File: src/rtl/rx.sv
// rx: one-bit-per-clock UART receiver, start/data/parity/stop framing.
// Define UART_RX_SYNC_EN to add a two-flop input synchronizer.
`timescale 1ns/1ps
module rx #(
  parameter int WIDTH    = 8,
  parameter int stop_bit = 2,
  parameter int test     = 2
) (
  input  logic             rx_clk,
  input  logic             rx_rst_n,
  input  logic             rx_data_in,
  output logic [WIDTH-1:0] rx_data,
  output logic             rx_done,
  output logic             rx_parity_err,
  output logic             rx_frame_err,
  output logic             rx_busy
);

  localparam int CW = (WIDTH > 1) ? $clog2(WIDTH) : 1;

  typedef enum logic [1:0] {
    IDLE,
    DATA,
    PARITY,
    STOP
  } state_t;

  state_t           state_q;
  logic [CW-1:0]    bit_cnt_q;
  logic [1:0]       stop_cnt_q;
  logic [WIDTH-1:0] shift_q;
  logic             par_acc_q;
  logic             frm_acc_q;
  logic             din;
  logic             par_bad;
  logic             last_stop;

`ifdef UART_RX_SYNC_EN
  logic [1:0] sync_q;

  // Reset to 1 so the line reads idle while reset releases.
  always_ff @(posedge rx_clk or negedge rx_rst_n) begin
    if (!rx_rst_n) begin
      sync_q <= 2'b11;
    end else begin
      sync_q <= {sync_q[0], rx_data_in};
    end
  end

  assign din = sync_q[1];
`else
  assign din = rx_data_in;
`endif

  assign par_bad = ((test == 1) && (din != ~^shift_q)) ||
                   ((test == 2) && (din != ^shift_q));

  assign last_stop = (stop_cnt_q == 2'(stop_bit - 1));

  always_ff @(posedge rx_clk or negedge rx_rst_n) begin
    if (!rx_rst_n) begin
      state_q       <= IDLE;
      bit_cnt_q     <= '0;
      stop_cnt_q    <= '0;
      shift_q       <= '0;
      par_acc_q     <= 1'b0;
      frm_acc_q     <= 1'b0;
      rx_data       <= '0;
      rx_done       <= 1'b0;
      rx_parity_err <= 1'b0;
      rx_frame_err  <= 1'b0;
      rx_busy       <= 1'b0;
    end else begin
      rx_done       <= 1'b0;
      rx_parity_err <= 1'b0;
      rx_frame_err  <= 1'b0;
      unique case (state_q)
        IDLE: begin
          if (!din) begin
            state_q    <= DATA;
            bit_cnt_q  <= '0;
            stop_cnt_q <= '0;
            par_acc_q  <= 1'b0;
            frm_acc_q  <= 1'b0;
            rx_busy    <= 1'b1;
          end
        end
        DATA: begin
          shift_q[bit_cnt_q] <= din;
          bit_cnt_q          <= bit_cnt_q + 1'b1;
          if (bit_cnt_q == CW'(WIDTH - 1)) begin
            state_q    <= (test != 0) ? PARITY : STOP;
            stop_cnt_q <= '0;
          end
        end
        PARITY: begin
          if (par_bad) begin
            par_acc_q <= 1'b1;
          end
          state_q <= STOP;
        end
        STOP: begin
          if (!din) begin
            frm_acc_q <= 1'b1;
          end
          stop_cnt_q <= stop_cnt_q + 1'b1;
          // Errors never abort: the word is delivered with its flags.
          if (last_stop) begin
            state_q       <= IDLE;
            rx_data       <= shift_q;
            rx_done       <= 1'b1;
            rx_parity_err <= par_acc_q;
            rx_frame_err  <= frm_acc_q | ~din;
            rx_busy       <= 1'b0;
          end
        end
        default: state_q <= IDLE;
      endcase
    end
  end

endmodule
File: config.mk
export PLATFORM = sky130hd
export DESIGN_NAME = rx
export DESIGN_NICKNAME = d
export VERILOG_FILES = /design/src/rtl/rx.sv
export SDC_FILE = /design/constraint.sdc
export NUM_CORES = 1
export LEC_CHECK = 0
export ABC_AREA = 1
export BUFFER_PORTS_ARGS = -buffer_cell sky130_fd_sc_hd__buf_2
export CORE_MARGIN = 2
export CORE_UTILIZATION = 35
export CTS_BUF_LIST = sky130_fd_sc_hd__clkbuf_16
export CTS_CLUSTER_SIZE = 28
export DETAILED_ROUTE_END_ITERATION = 10
export GPL_TIMING_DRIVEN = 0
export MAX_ROUTING_LAYER = met4
export PLACE_DENSITY = 0.63
export SETUP_SLACK_MARGIN = 0.2
export SYNTH_ARGS = -nofsm -noshare
export SYNTH_HDL_FRONTEND = slang
export SYNTH_SLANG_ARGS = --single-unit
export TNS_END_PERCENT = 50
File: constraint.sdc
create_clock -name rx_clk -period 3.8 [get_ports rx_clk]
set_input_delay 0.19 -clock rx_clk [delete_from_list [all_inputs] [get_ports rx_clk]]
set_output_delay 0.19 -clock rx_clk [all_outputs]
set_load 0.02 [all_outputs]
== Yosys cells after proc, flatten, opt, wreduce, memory -nomap -nowiden ==
Cells that the tools add are included.

* Register bits after elaboration: 29
* Bits of input ports: 3
* Output and inout port bits: 12
* Word-level logic and storage cells: 67

* $add $sub $neg: 2
* $lt $le $gt $ge: 2
* Eq/ne operators: 11
* Mux-type cells: 25
* Bitwise logic cells: 2
* Reductions and logical operators: 14

{| class="wikitable"
|+ Operators with widths
! kind !! count
|-
| 3-bit AND reduction || 5
|-
| 1-bit two-way mux || 11
|-
| 2-bit two-way mux || 5
|-
| 2-bit != test, second input constant || 5
|-
| 8-bit bitwise mux || 1
|-
| 2-bit case mux with 4 select lines || 1
|-
| 8-bit parity || 1
|-
| 1-bit case mux with 2 select lines || 3
|-
| 2-bit case mux with 3 select lines || 1
|-
| 3-bit case mux with 2 select lines || 1
|-
| 2-bit nonzero test || 3
|-
| 2-bit by 1-bit == test with 1-bit output, second input constant || 2
|-
| 2-bit == test, second input constant || 2
|-
| 3-bit by 4-bit < comparator with 1-bit output, second input constant || 1
|-
| 2-bit AND reduction || 2
|-
| 3-bit by 1-bit adder with 3-bit output, second input constant || 1
|-
| 1-bit demux with 3-bit select || 1
|-
| 3-bit == test, second input constant || 1
|-
| 3-bit by 1-bit >= comparator with 1-bit output, second input constant || 1
|-
| 3-bit two-way mux || 1
|-
| 3-bit nonzero test || 1
|-
| 2-bit by 1-bit adder with 2-bit output, second input constant || 1
|-
| 2-bit logical NOT || 1
|-
| 1-bit logical AND || 1
|-
| other kinds (3) || 3
|}

== Depth between registers and ports, before layout ==
* Depth in word-level cells: 5
* Gate-level depth with buffers: 12
* Mapped depth without buffers: 11

== Worst setup path before layout ==
No wires, ideal clock.

* Path type: flip-flop to flip-flop
* Start point: reg state_q[0]
* End point: reg bit_cnt_q[0]
* Setup time: 125 ps
* Arrival time: 1307 ps
* Data required time: 3675 ps
* Slack: 2369 ps
* Cell stages (with the launch flop): 8
* Buffers on the path: 0
* Period minus slack after synthesis: 1431 ps
* Path through: dfrtp_1 > inv_1 > ha_1 > inv_1 > nor2_1 > inv_1 > o21ai_2 > mux2_2

* Word-level cells in the longest chain between the ends: 3
* Elaborated cells between the ends (all ways): 6
* Classes of those cells: eq/ne (2); mux (1); reduce/logical (3)

{| class="wikitable"
|+ RTL lines
! element !! RTL line !! RTL
|-
| from (decl) || 28 || <nowiki>state_t state_q;</nowiki>
|-
| from (signal assigned) || 92 || <nowiki>state_q <= (test != 0) ? PARITY : STOP;</nowiki>
|-
| 2-bit by 1-bit == test with 1-bit output or 2-bit logical NOT (tied branches) || 77 || <nowiki>unique case (state_q)</nowiki>
|-
| 2-bit nonzero test (no line) or 2-bit != test (tied branches) || n/a ||
|-
| 2-bit AND reduction (no line) || n/a ||
|-
| to (signal assigned) || 90 || <nowiki>bit_cnt_q <= bit_cnt_q + 1'b1;</nowiki>
|-
| to (decl) || 29 || <nowiki>logic [CW-1:0] bit_cnt_q;</nowiki>
|}

Several ways; a longest one is shown, not always the timed one.
A chain may end at the register's enable or synchronous reset.

== Final worst setup path ==
* Start point: reg state_q[0]
* End point: reg rx_data[1]

* Word-level cells in the longest chain between the ends: 2

{| class="wikitable"
|+ RTL lines
! element !! RTL line !! RTL
|-
| 2-bit == test || 77 ||
|-
| 2-bit AND reduction (no line) || n/a ||
|-
| to (signal assigned) || 110 || <nowiki>rx_data <= shift_q;</nowiki>
|-
| to (decl) || 12 || <nowiki>output logic [WIDTH-1:0] rx_data,</nowiki>
|}

No other way between the ends.

==> flow_metrics.env <==
export IMPL_synth_adder_area_share_pct=5.99
export IMPL_antenna_found_initial=0
export IMPL_setup_viol=0
export IMPL_clock_latency_ns=0.27
export IMPL_dp_cells=229
export IMPL_synthesis_nets=176
export IMPL_nets=197
export IMPL_port_buffers=13
export IMPL_cp_top_family="flip-flops"
export IMPL_relSlewSlack_pct=57.5
export IMPL_seqPwrFrac_pct=34.3
export IMPL_ys_warn_count=0
export IMPL_chipWidth_um=68.6
export IMPL_grt_pass1_vias=1029
export IMPL_fin_tns_setup_ns=0
export IMPL_end_kind="flip-flop"
export IMPL_synth_mux_area_share_pct=0.771
export IMPL_antenna_cells=0
export IMPL_cts_tree="built"
export IMPL_die_h_um=68.6
export IMPL_hp_class="input port to flip-flop"
export IMPL_synth_seq_cells=29
export IMPL_grt_max_degree=30
export IMPL_wl_per_cell_um=10.8
export IMPL_whs_path_depth=2
export IMPL_clockBufferDepth=2
export IMPL_drcViolationCount=0
export IMPL_power_uw=1530
export IMPL_stdcell_count=237
export IMPL_period_minus_slack_ns=1.58
export IMPL_drtIter0Drc=81
export IMPL_yosys_area_share_simple_pct=19.8
export IMPL_ant_nets=0
export IMPL_die_area_sq_mm=0.00471
export IMPL_netlist_instances=166
export IMPL_core_sq_mm=0.00400
export IMPL_io_pins=15
export IMPL_crit_slowest_cell="dfrtp_1"
export IMPL_synth_top_cell_area_share_pct=49.7
export IMPL_cts_root_buf="clkbuf_16"
export IMPL_overflow=0
export IMPL_crit_required_ns=3.93
export IMPL_synth_largest_area_cell="dfrtp_1"
export IMPL_avgSynthCellArea_sq_um=8.80
export IMPL_worst_setup_path_start_kind="flip-flop"
export IMPL_drt_pass1_iterations=4
export IMPL_synth_most_common_cell="nand2_1"
export IMPL_num_fill_cells=403
export IMPL_power_density_mw_per_mm2=884
export IMPL_arrival_ns=1.71
export IMPL_ctsHtreeMaxLevel=2
export IMPL_power_frac_clock_pct=23.1
export IMPL_synthTopCellsByCount="41 x nand2_1, 29 x dfrtp_1, 22 x inv_1"
export IMPL_grt_pass1_wl_um=4380
export IMPL_area_growth_pct=18.5
export IMPL_path_depth=4
export IMPL_maxCapViolCount=0
export IMPL_synth_area_sq_mm=0.00146
export IMPL_drive_gt1_share_pct=17.6
export IMPL_ir_drop_v=0.000286
export IMPL_initial_core_util_pct=36.5
export IMPL_final_setup_skew_ns=0.00122
export IMPL_finalHoldViolations=0
export IMPL_yosys_top_cells_area="dfrtp_1 50%, nand2_1 11%, ha_1 6.0%"
export IMPL_synth_cell_types=28
export IMPL_p_int_uw=912
export IMPL_synth_xor_area_share_pct=1.80
export IMPL_cts_inserted_buffers=5
export IMPL_vias=1112
export IMPL_synth_edff_count=0
export IMPL_gp_congestion=0.737
export IMPL_status="completed"
export IMPL_clk_pin_slew_ns=0.05
export IMPL_synth_compound_area_share_pct=14.5
export IMPL_p_switching_uw=618
export IMPL_cts_sinks=29
export IMPL_worst_path_largest_cell_delay_ns=0.40
export IMPL_synth_top_family_by_area="simple AND/OR/NAND/NOR gates"
export IMPL_synth_flop_cell="dfrtp_1"
export IMPL_drt_wl_total_um=2570
export IMPL_crit_chain="ha_1 > nand2_1 > clkbuf_1 > o21ai_0"
export IMPL_crit_fanout=10
export IMPL_sw_frac_of_total_pct=40.4
export IMPL_grt_total_usage_pct=13.2
export IMPL_avgViaCountPerCell=4.69
export IMPL_slew_viol_final=0
export IMPL_critPathKind="flip-flop to flip-flop"
export IMPL_seq_area_frac_synth_pct=49.7
export IMPL_combPwrFrac_pct=42.5
export IMPL_fmax_ghz=0.633
export IMPL_rsz0062_at_grt="no"
export IMPL_rows=23
export IMPL_leakagePower_uw=0.000918
export IMPL_hpwlAfterDp_um=1880
export IMPL_rr_worst_depth=4
export IMPL_fin_crit_sh_pct=41.6
export IMPL_cts_resized=0
export IMPL_worstMarginPinSlew_ns=0.637
export IMPL_async_reset_ff_share_pct=100
export IMPL_critPathBufInv=1
## per-layer routing
metal	track usage, %	part of all wire [%]	up-vias
li1	-	-	588
met1	14.9	49	502
met2	20.4	44	15
met3	4.87	4.3	7
met4	6.75	2.5	0
met5	-	0	-
## worst paths after layout
path,slack (ns),start,to
hold reg to reg,0.47,rx_data[6]$_DFFE_PN0P_,rx_data[6]$_DFFE_PN0P_
max in group asynchronous,2.91,rx_rst_n,shift_q[3]$_DFFE_PN0P_
min in group asynchronous,0.48,rx_rst_n,rx_parity_err$_DFF_PN0_
setup reg to reg,2.22,state_q[0]$_DFFE_PN0P_,rx_data[1]$_DFFE_PN0P_
hold / removal,0.16,rx_data_in,rx_frame_err$_DFF_PN0_
setup / recovery,2.22,state_q[0]$_DFFE_PN0P_,rx_data[1]$_DFFE_PN0P_
## cell families (layout without fill, tap and decap cells)
family                   Yosys count  after routing
buffers and inverters             26             47
flip-flops                        29             29
AO/OA/AOI/OAI                     36             36
AND/OR/NAND/NOR                   64             64
adder cells (fa/ha/maj)            7              7
multiplexers                       1              1
XOR/XNOR                           3              3
## sequential cells by signal (all words and copies together) (netlist names), 2 cells and up
signal	count
state_q	2
shift_q	8
stop_cnt_q	2
bit_cnt_q	3
rx_data	8
## area by class of cell
cell class                 instances  area (sq um)  area share (%)
sequential                        29           726            41.9
multi-input combinational        111           626            36.1
clock buffer                       5           125            7.23
inverter                          24          95.1            5.49
timing repair buffer              14          75.1            4.34
tap                               50          62.6            3.61
buffer                             2          15.0           0.867
clock inverter                     2          7.51           0.434
## cells in the final DEF, fill, tap and decap left out, types with 6 or more instances in the layout
cell type and instances:
ha_1 7, dfrtp_1 29, a21oi_1 8, nand3_1 8, nand2_1 41, inv_1 23
o21ai_0 16, buf_2 13, a31oi_1 6, nor2_1 7
## power by group through the flow
stage | logic, uW | clock network (uW) | registers, uW
CTS | 663 | 362 | 528
finish | 651 | 354 | 525
global route | 756 | 381 | 548
detailed placement | 658 | 0 | 532
floorplan | 460 | 0 | 577
global placement | 651 | 0 | 527
## per-stage QoR
step                      util, %  area, sq um  setup WS [ns]  hold WS, ns
final                        43.3         1730           2.22        0.158
after global routing         43.3         1730           2.07        0.166
after CTS                    43.3         1730           2.21        0.159
after detailed placement     39.7         1590           2.22        0.254
after global placement       39.7         1590           2.25        0.251
after floorplan                 -         1460           2.37       -0.106
## worst reg2reg max path, stage by stage, from the launching register on
cell      delay (ns)
dfrtp_1         0.40
ha_1            0.26
nand2_1         0.27
clkbuf_1        0.37
o21ai_0         0.15
## what timing repair did
item / CTS / global route
endpoints found under the setup margin: 0 / 0
buffers inserted: 0 / 0
hold endpoints to repair: 29 / 0
hold buffers: 1 / 0
Note: power is estimated with default switching activity, not from simulation.
